$ cat src/rtl/lego_pkg.sv
`default_nettype none
// ============================================================================
// Module   : lego_pkg
// Purpose  : Shared LEGv8 decode definitions: opcode constants, ALU-op and
//            branch-kind enums, immediate-format enum, the decoded_t record
//            held by the decode stage's output register, and a helper that
//            classifies an instruction's immediate format.
// Revision : 1.0  initial release
// ============================================================================
package lego_pkg;

    localparam int c_REG_ADDR_W = 5;
    localparam int c_DATA_W     = 64;

    localparam logic [4:0]  c_XZR      = 5'd31;

    localparam logic [10:0] c_OP_ADDS  = 11'b10101011000;
    localparam logic [10:0] c_OP_SUBS  = 11'b11101011000;
    localparam logic [9:0]  c_OP_ADDI  = 10'b1001000100;
    localparam logic [10:0] c_OP_LDUR  = 11'b11111000010;
    localparam logic [10:0] c_OP_STUR  = 11'b11111000000;
    localparam logic [5:0]  c_OP_B     = 6'b000101;
    localparam logic [7:0]  c_OP_CBZ   = 8'b10110100;
    localparam logic [7:0]  c_OP_BCOND = 8'b01010100;
    localparam logic [4:0]  c_COND_LT  = 5'h0B;

    typedef enum logic [2:0] {
        ALU_ADD   = 3'd0,
        ALU_SUB   = 3'd1,
        ALU_AND   = 3'd2,
        ALU_ORR   = 3'd3,
        ALU_PASSB = 3'd4
    } alu_op_t;

    typedef enum logic [1:0] {
        BR_NONE   = 2'd0,
        BR_UNCOND = 2'd1,
        BR_CBZ    = 2'd2,
        BR_BLT    = 2'd3
    } br_kind_t;

    typedef enum logic [2:0] {
        FMT_NONE = 3'd0,
        FMT_I12  = 3'd1,
        FMT_D9   = 3'd2,
        FMT_CB19 = 3'd3,
        FMT_B26  = 3'd4
    } imm_fmt_t;

    typedef struct packed {
        logic [c_REG_ADDR_W-1:0] readReg1;
        logic [c_REG_ADDR_W-1:0] readReg2;
        logic [c_REG_ADDR_W-1:0] writeReg;
        logic                    regWrite;
        logic                    memRead;
        logic                    memWrite;
        logic                    aluSrc;
        alu_op_t                 aluOp;
        br_kind_t                branchKind;
        logic [c_DATA_W-1:0]     imm;
        logic [c_DATA_W-1:0]     pc;
        logic                    illegal;
    } decoded_t;

    // Immediate format of an instruction; FMT_NONE for R-type and illegal
    // encodings (including B.cond with any condition other than LT).
    function automatic imm_fmt_t imm_format(input logic [31:0] instr);
        imm_fmt_t fmt;
        fmt = FMT_NONE;
        if (instr[31:22] == c_OP_ADDI)
            fmt = FMT_I12;
        else if (instr[31:21] == c_OP_LDUR || instr[31:21] == c_OP_STUR)
            fmt = FMT_D9;
        else if (instr[31:24] == c_OP_CBZ)
            fmt = FMT_CB19;
        else if (instr[31:24] == c_OP_BCOND && instr[4:0] == c_COND_LT)
            fmt = FMT_CB19;
        else if (instr[31:26] == c_OP_B)
            fmt = FMT_B26;
        return fmt;
    endfunction

endpackage
`default_nettype wire

$ cat src/rtl/imm_gen.sv
`default_nettype none
// ============================================================================
// Module   : imm_gen
// Purpose  : Combinational immediate generator. Extracts the immediate field
//            selected by the instruction format and extends it to DATA_W
//            (ADDI imm12 is zero-extended, all others sign-extended, unscaled).
// Ports    : instr [31:0]      in   instruction word
//            imm   [DATA_W-1:0] out  extended immediate (0 when none)
// Revision : 1.0  initial release
// ============================================================================
module imm_gen
    import lego_pkg::*;
#(
    parameter int DATA_W = 64
) (
    input  logic [31:0]       instr,
    output logic [DATA_W-1:0] imm
);

    always_comb begin
        imm = '0;
        case (imm_format(instr))
            FMT_I12:  imm = {{(DATA_W-12){1'b0}},       instr[21:10]};
            FMT_D9:   imm = {{(DATA_W-9){instr[20]}},   instr[20:12]};
            FMT_CB19: imm = {{(DATA_W-19){instr[23]}},  instr[23:5]};
            FMT_B26:  imm = {{(DATA_W-26){instr[25]}},  instr[25:0]};
            default:  imm = '0;
        endcase
    end

endmodule
`default_nettype wire

$ cat src/rtl/decode_stage.sv
`default_nettype none
// ============================================================================
// Module   : decode_stage
// Purpose  : Registered LEGv8 instruction decode with valid/ready handshake,
//            load-use hazard detection (one bubble per pair) and flush.
// Ports    : clk, reset (async, active-high)
//            in_valid/in_ready, instr, pc_in       - from fetch
//            flush                                 - kill from branch resolve
//            out_valid/out_ready                   - to downstream
//            readReg1/readReg2/writeReg            - register-file addresses
//            regWrite, memRead, memWrite, aluSrc,
//            aluOp, branchKind, imm, pc_out,
//            illegal                               - decoded control/data
// Revision : 1.0  initial release
// ============================================================================
module decode_stage
    import lego_pkg::*;
#(
    parameter int REG_ADDR_W = 5,
    parameter int DATA_W     = 64
) (
    input  logic                  clk,
    input  logic                  reset,
    input  logic                  in_valid,
    output logic                  in_ready,
    input  logic [31:0]           instr,
    input  logic [DATA_W-1:0]     pc_in,
    input  logic                  flush,
    output logic                  out_valid,
    input  logic                  out_ready,
    output logic [REG_ADDR_W-1:0] readReg1,
    output logic [REG_ADDR_W-1:0] readReg2,
    output logic [REG_ADDR_W-1:0] writeReg,
    output logic                  regWrite,
    output logic                  memRead,
    output logic                  memWrite,
    output logic                  aluSrc,
    output alu_op_t               aluOp,
    output br_kind_t              branchKind,
    output logic [DATA_W-1:0]     imm,
    output logic [DATA_W-1:0]     pc_out,
    output logic                  illegal
);

    logic [DATA_W-1:0] w_imm;
    decoded_t          w_dec;
    logic              w_reads1;
    logic              w_reads2;
    logic              w_advance;
    logic              w_hazard;

    logic              r_valid;
    decoded_t          r_dec;

    imm_gen #(.DATA_W(DATA_W)) u_imm_gen (
        .instr (instr),
        .imm   (w_imm)
    );

    // Combinational decode of the presented instruction.
    always_comb begin
        w_dec            = '0;
        w_dec.readReg1   = c_XZR;
        w_dec.readReg2   = c_XZR;
        w_dec.writeReg   = c_XZR;
        w_dec.aluOp      = ALU_ADD;
        w_dec.branchKind = BR_NONE;
        w_dec.imm        = w_imm;
        w_dec.pc         = pc_in;
        w_reads1         = 1'b0;
        w_reads2         = 1'b0;

        if (instr[31:21] == c_OP_ADDS || instr[31:21] == c_OP_SUBS) begin
            w_dec.readReg1 = instr[9:5];
            w_dec.readReg2 = instr[20:16];
            w_dec.writeReg = instr[4:0];
            w_dec.regWrite = 1'b1;
            w_dec.aluOp    = (instr[31:21] == c_OP_SUBS) ? ALU_SUB : ALU_ADD;
            w_reads1       = 1'b1;
            w_reads2       = 1'b1;
        end else if (instr[31:22] == c_OP_ADDI) begin
            w_dec.readReg1 = instr[9:5];
            w_dec.writeReg = instr[4:0];
            w_dec.regWrite = 1'b1;
            w_dec.aluSrc   = 1'b1;
            w_reads1       = 1'b1;
        end else if (instr[31:21] == c_OP_LDUR) begin
            w_dec.readReg1 = instr[9:5];
            w_dec.writeReg = instr[4:0];
            w_dec.memRead  = 1'b1;
            w_dec.regWrite = 1'b1;
            w_dec.aluSrc   = 1'b1;
            w_reads1       = 1'b1;
        end else if (instr[31:21] == c_OP_STUR) begin
            w_dec.readReg1 = instr[9:5];
            w_dec.readReg2 = instr[4:0];
            w_dec.memWrite = 1'b1;
            w_dec.aluSrc   = 1'b1;   // address is base + offset
            w_reads1       = 1'b1;
            w_reads2       = 1'b1;
        end else if (instr[31:24] == c_OP_CBZ) begin
            w_dec.readReg2   = instr[4:0];
            w_dec.aluOp      = ALU_PASSB;
            w_dec.branchKind = BR_CBZ;
            w_reads2         = 1'b1;
        end else if (instr[31:24] == c_OP_BCOND && instr[4:0] == c_COND_LT) begin
            w_dec.branchKind = BR_BLT;
        end else if (instr[31:26] == c_OP_B) begin
            w_dec.branchKind = BR_UNCOND;
        end else begin
            w_dec.illegal = 1'b1;
        end

        // Writes to XZR are architecturally discarded.
        w_dec.regWrite = w_dec.regWrite && (w_dec.writeReg != c_XZR);
    end

    assign w_advance = !r_valid || out_ready;

    // Load-use: the held instruction is a load whose result the presented
    // instruction consumes in one of the registers it actually reads.
    assign w_hazard = in_valid && r_valid && r_dec.memRead &&
                      (r_dec.writeReg != c_XZR) &&
                      ((w_reads1 && (w_dec.readReg1 == r_dec.writeReg)) ||
                       (w_reads2 && (w_dec.readReg2 == r_dec.writeReg)));

    // A flushed instruction is consumed so fetch can move on.
    assign in_ready = flush || (w_advance && !w_hazard);

    always_ff @(posedge clk or posedge reset) begin
        if (reset) begin
            r_valid <= 1'b0;
            r_dec   <= '0;
        end else if (flush) begin
            r_valid <= 1'b0;
            r_dec   <= '0;
        end else if (w_advance) begin
            if (in_valid && !w_hazard) begin
                r_valid <= 1'b1;
                r_dec   <= w_dec;
            end else begin
                r_valid <= 1'b0;
                r_dec   <= '0;
            end
        end
    end

    assign out_valid  = r_valid;
    assign readReg1   = r_dec.readReg1;
    assign readReg2   = r_dec.readReg2;
    assign writeReg   = r_dec.writeReg;
    assign regWrite   = r_dec.regWrite;
    assign memRead    = r_dec.memRead;
    assign memWrite   = r_dec.memWrite;
    assign aluSrc     = r_dec.aluSrc;
    assign aluOp      = r_dec.aluOp;
    assign branchKind = r_dec.branchKind;
    assign imm        = r_dec.imm;
    assign pc_out     = r_dec.pc;
    assign illegal    = r_dec.illegal;

endmodule
`default_nettype wire

$ cat config.mk
export PLATFORM = sky130hd
export DESIGN_NAME = decode_stage
export DESIGN_NICKNAME = d
export VERILOG_FILES = /design/src/rtl/lego_pkg.sv /design/src/rtl/imm_gen.sv /design/src/rtl/decode_stage.sv
export SDC_FILE = /design/constraint.sdc
export NUM_CORES = 1
export LEC_CHECK = 0
export CORE_MARGIN = 1.5
export CORE_UTILIZATION = 40
export CTS_BUF_LIST = sky130_fd_sc_hd__clkbuf_2
export DETAILED_ROUTE_END_ITERATION = 12
export HOLD_SLACK_MARGIN = 0.12
export MAX_ROUTING_LAYER = met4
export PLACE_DENSITY = 0.77
export REMOVE_ABC_BUFFERS = 1
export SYNTH_ARGS = -nofsm -noshare
export SYNTH_HDL_FRONTEND = slang
export SYNTH_SLANG_ARGS = --single-unit
$ cat constraint.sdc
create_clock -name clk -period 4.6 [get_ports clk]
set_input_delay 0.92 -clock clk [delete_from_list [all_inputs] [get_ports clk]]
set_output_delay 0.92 -clock clk [all_outputs]
set_load 0.02 [all_outputs]
==> metrics, run 1 <==
outcome complete, no violations; port buffer count 254; initial antenna violation count 0; cell type with the largest total area after synthesis dfrtp_1; crit end category output port; register area share after synthesis 52.2%; die width 120 um; Post-synth EDFFs 0; Placeable Area 13,300 sq um; initial drt markers 443; TritonCTS clock tree built; Antenna diodes 0; Starting Density 41.3%; grt ovf 0; final worst-path cycle share 96.6%; Finish-stage setup viols 0; Tightest Hold Check Type reg -> reg; Worst Path Max Fanout 4; slew of the pin with the lowest slew margin 1070 ps; DRT Pass-1 Iters 4; clock sink count 115; gr usage total 26.5%; Setup Skew 38.1 ps; post-route minimum period 4440 ps; Leakage 3.64 nW; cell area after layout 8520 sq um; first-pass GRT wire length 28.8 mm; CTS clock-pin slew for the worst setup and hold paths 160 ps; top cell type's share of synthesized area 52.2%; Root Driver clkbuf_2; #FFs+latches synth 115; Main synth FF type dfrtp_1; nets 857; PwrDens 271 nW/um^2; placed cell areas 8200 sq um; Max Cap Violations 0; Slew Limit Fails 0; RSZ-0062 raised after global routing no; yosys synthesis warning count 0; pin count of the biggest net entering global routing 74; R2R Setup Slk 1910 ps; Gate Count Post-Synth 505; Hold WS 505 ps; drt wl/cell 19.9 um; routed vias 5,210; TritonCTS buffer count 17; ANT nets after route 0; vias per inst 5.51; Setup CP Type in -> out; Worst-Skew Late Latency 670 ps; Final HPWL DP 13.7 mm; vias in the first global route 5,266; Crit-path slowest cell or4b_4; slowest stage delay, CP 580 ps; Final GP Congestion 0.952; critical-path cell list clkdlybuf4s50_1 -> or4b_4 -> nor3_4 -> buf_4 -> mux2i_1 -> o211ai_1 -> and2_1 -> a211o_1 -> a31o_2 -> clkbuf_2; Die Y 120 um; top post-synthesis cells by area dfrtp_1 52%, a22o_1 12%, buf_4 5.7%, nand2_1 3.1%, o21ai_1 2.7%; Peak VDD IR 0.000139 V; final hold violation count 0; # DRC 0; clock tree buffer depth 2; area grow syn2layout 54.6%; arrival time worst endpoint 3520 ps; required time of the critical path 3680 ps; synth unique cells 63; Syn Area/Cell 10.9 sq um; Slew HR 28.3%; Crit path buffers/inverters 3; overall power 2.31 mW; final wirelength 18.8 mm; share of layout cells above drive strength 1 13.3%; crit-path leading delay family simple AND/OR/NAND/NOR gates; Syn Std Cell Area 5510 sq um; Die ar. 14,500 sq um; async set-or-reset flop fraction in the synthesized netlist 100%; num ports 256; startpoint types input port; H-tree levels 4; maximum clock rate 225 MHz; Core Rows 42
## state kept, by name, indices dropped and copies added (netlist names), 2 cells and up
signal,flops
aluOp,2
branchKind,2
imm,26
pc_out,64
readReg1,5
readReg2,5
writeReg,5
## synth_stat cells, drive strengths merged (3+ instances only)
cell type / n
dfrtp: 115
a22o: 74
buf: 55
nand2: 46
o21ai: 42
clkbuf: 22
nor2: 20
a21oi: 14
a32o: 11
a221o: 9
a221oi: 8
nand2b: 8
nand3: 8
inv: 6
nor2b: 4
and2: 3
nand4: 3
nor3: 3
nor4b: 3
o211ai: 3
or3b: 3
xnor2: 3
## per-layer routing
metal	track usage [%]	part of all wire, %	vias to the layer above
met1	32.7	41	2531
met3	5.38	7.6	45
met5	-	0	-
met2	42.9	48	281
met4	11.0	3.2	0
li1	-	-	2353
## final cells by class
type,count,area [sq um]
clock inverter,14,224
timing repair buffer,309,2970
inverter,6,25.0
fill,1067,4830
multi-input combinational,307,2120
sequential,115,2880
clock buffer,18,90.1
tap,176,220
## worst paths after layout
| path | cells after the start | endpoint | start |
|---|---|---|---|
| worst min-delay path | 2 | readReg1[0] | readReg1[0] |
| max in group asynchronous | 3 | pc_out[40] | reset |
| worst max register to register | 7 | imm[14] | writeReg[1] |
| min in group asynchronous | 2 | pc_out[53] | reset |
| worst min register to register | 2 | readReg1[0] | readReg1[0] |
| worst max-delay path | 10 | in_ready | instr[23] |
## power breakdown
| group | internal [mW] | leakage, nW | switching (mW) |
|---|---|---|---|
| registers | 1.05 | 1.56 | 0.0263 |
| logic | 0.196 | 1.91 | 0.187 |
| clock network | 0.423 | 0.180 | 0.431 |
| total | 1.67 | 3.64 | 0.644 |
## worst reg2reg max path, stage by stage (launching register included)
cell and delay, ps:
dfrtp_1 540, xnor2_1 290, nand3_1 100, or4_1 600, o2111a_1 350, nor2b_4 170
buf_12 190, a32o_1 350
## metrics by stage
step | util (%) | setup slack, ps | setup TNS [ps] | std cells
2_1_floorplan | - | -1270 | -107220 | 428
3_3_place_gp | 61.4 | -179 | -179 | 912
3_5_place_dp | 61.4 | -238 | -238 | 912
4_1_cts | 63.8 | 25.3 | 0 | 944
5_1_grt | 63.8 | 42.0 | 0 | 945
6_report | 63.8 | 155 | 0 | 945
## cell families (layout without fill, tap and decap cells)
logic type                after synthesis  after routing  share of synthesized area (%)
DFF                                   115            115                           52.2
AOI/OAI and AO/OA                     183            183                           25.7
buffers and inverters                  83            347                           9.61
muxes                                   1              1                          0.182
xor gates and xnor gates                5              5                          0.795
and+or+nand+nor                       117            117                           11.4
other                                   1              1                         0.0681
## timing repair
item | CTS | global route
cloned | 0 | 0
gates resized for setup | 1 | 3
pin swaps | 1 | 1
hold buffers | 0 | 0
setup buffers | 0 | 1
endpoints found under the setup margin | 1 | 1
## placed cells by master (no fill, tap or decap), types with 3 or more instances in the layout
cell type,netlist,layout
a21oi_1,14,14
a221o_1,9,9
a221oi_1,7,7
a22o_1,74,74
a32o_1,11,11
buf_4,42,54
bufinv_16,0,5
clkbuf_2,0,19
clkdlybuf4s50_1,0,252
clkinv_4,0,3
dfrtp_1,115,115
inv_1,6,5
inv_6,0,4
nand2_1,46,46
nand2b_1,8,8
nand3_1,8,8
nand4_1,3,3
nor2_1,20,19
nor2b_1,4,3
o211ai_1,3,3
o21ai_0,12,12
o21ai_1,30,30
xnor2_1,3,3
Note: power is estimated with default switching activity, not from simulation.
==> run 2, diff against run 1 <==
- CTS_CLUSTER_DIAMETER: default -> 60
==> results of run 2 <==
No change in the layout: final DEF, timing and power equal those of run 1.
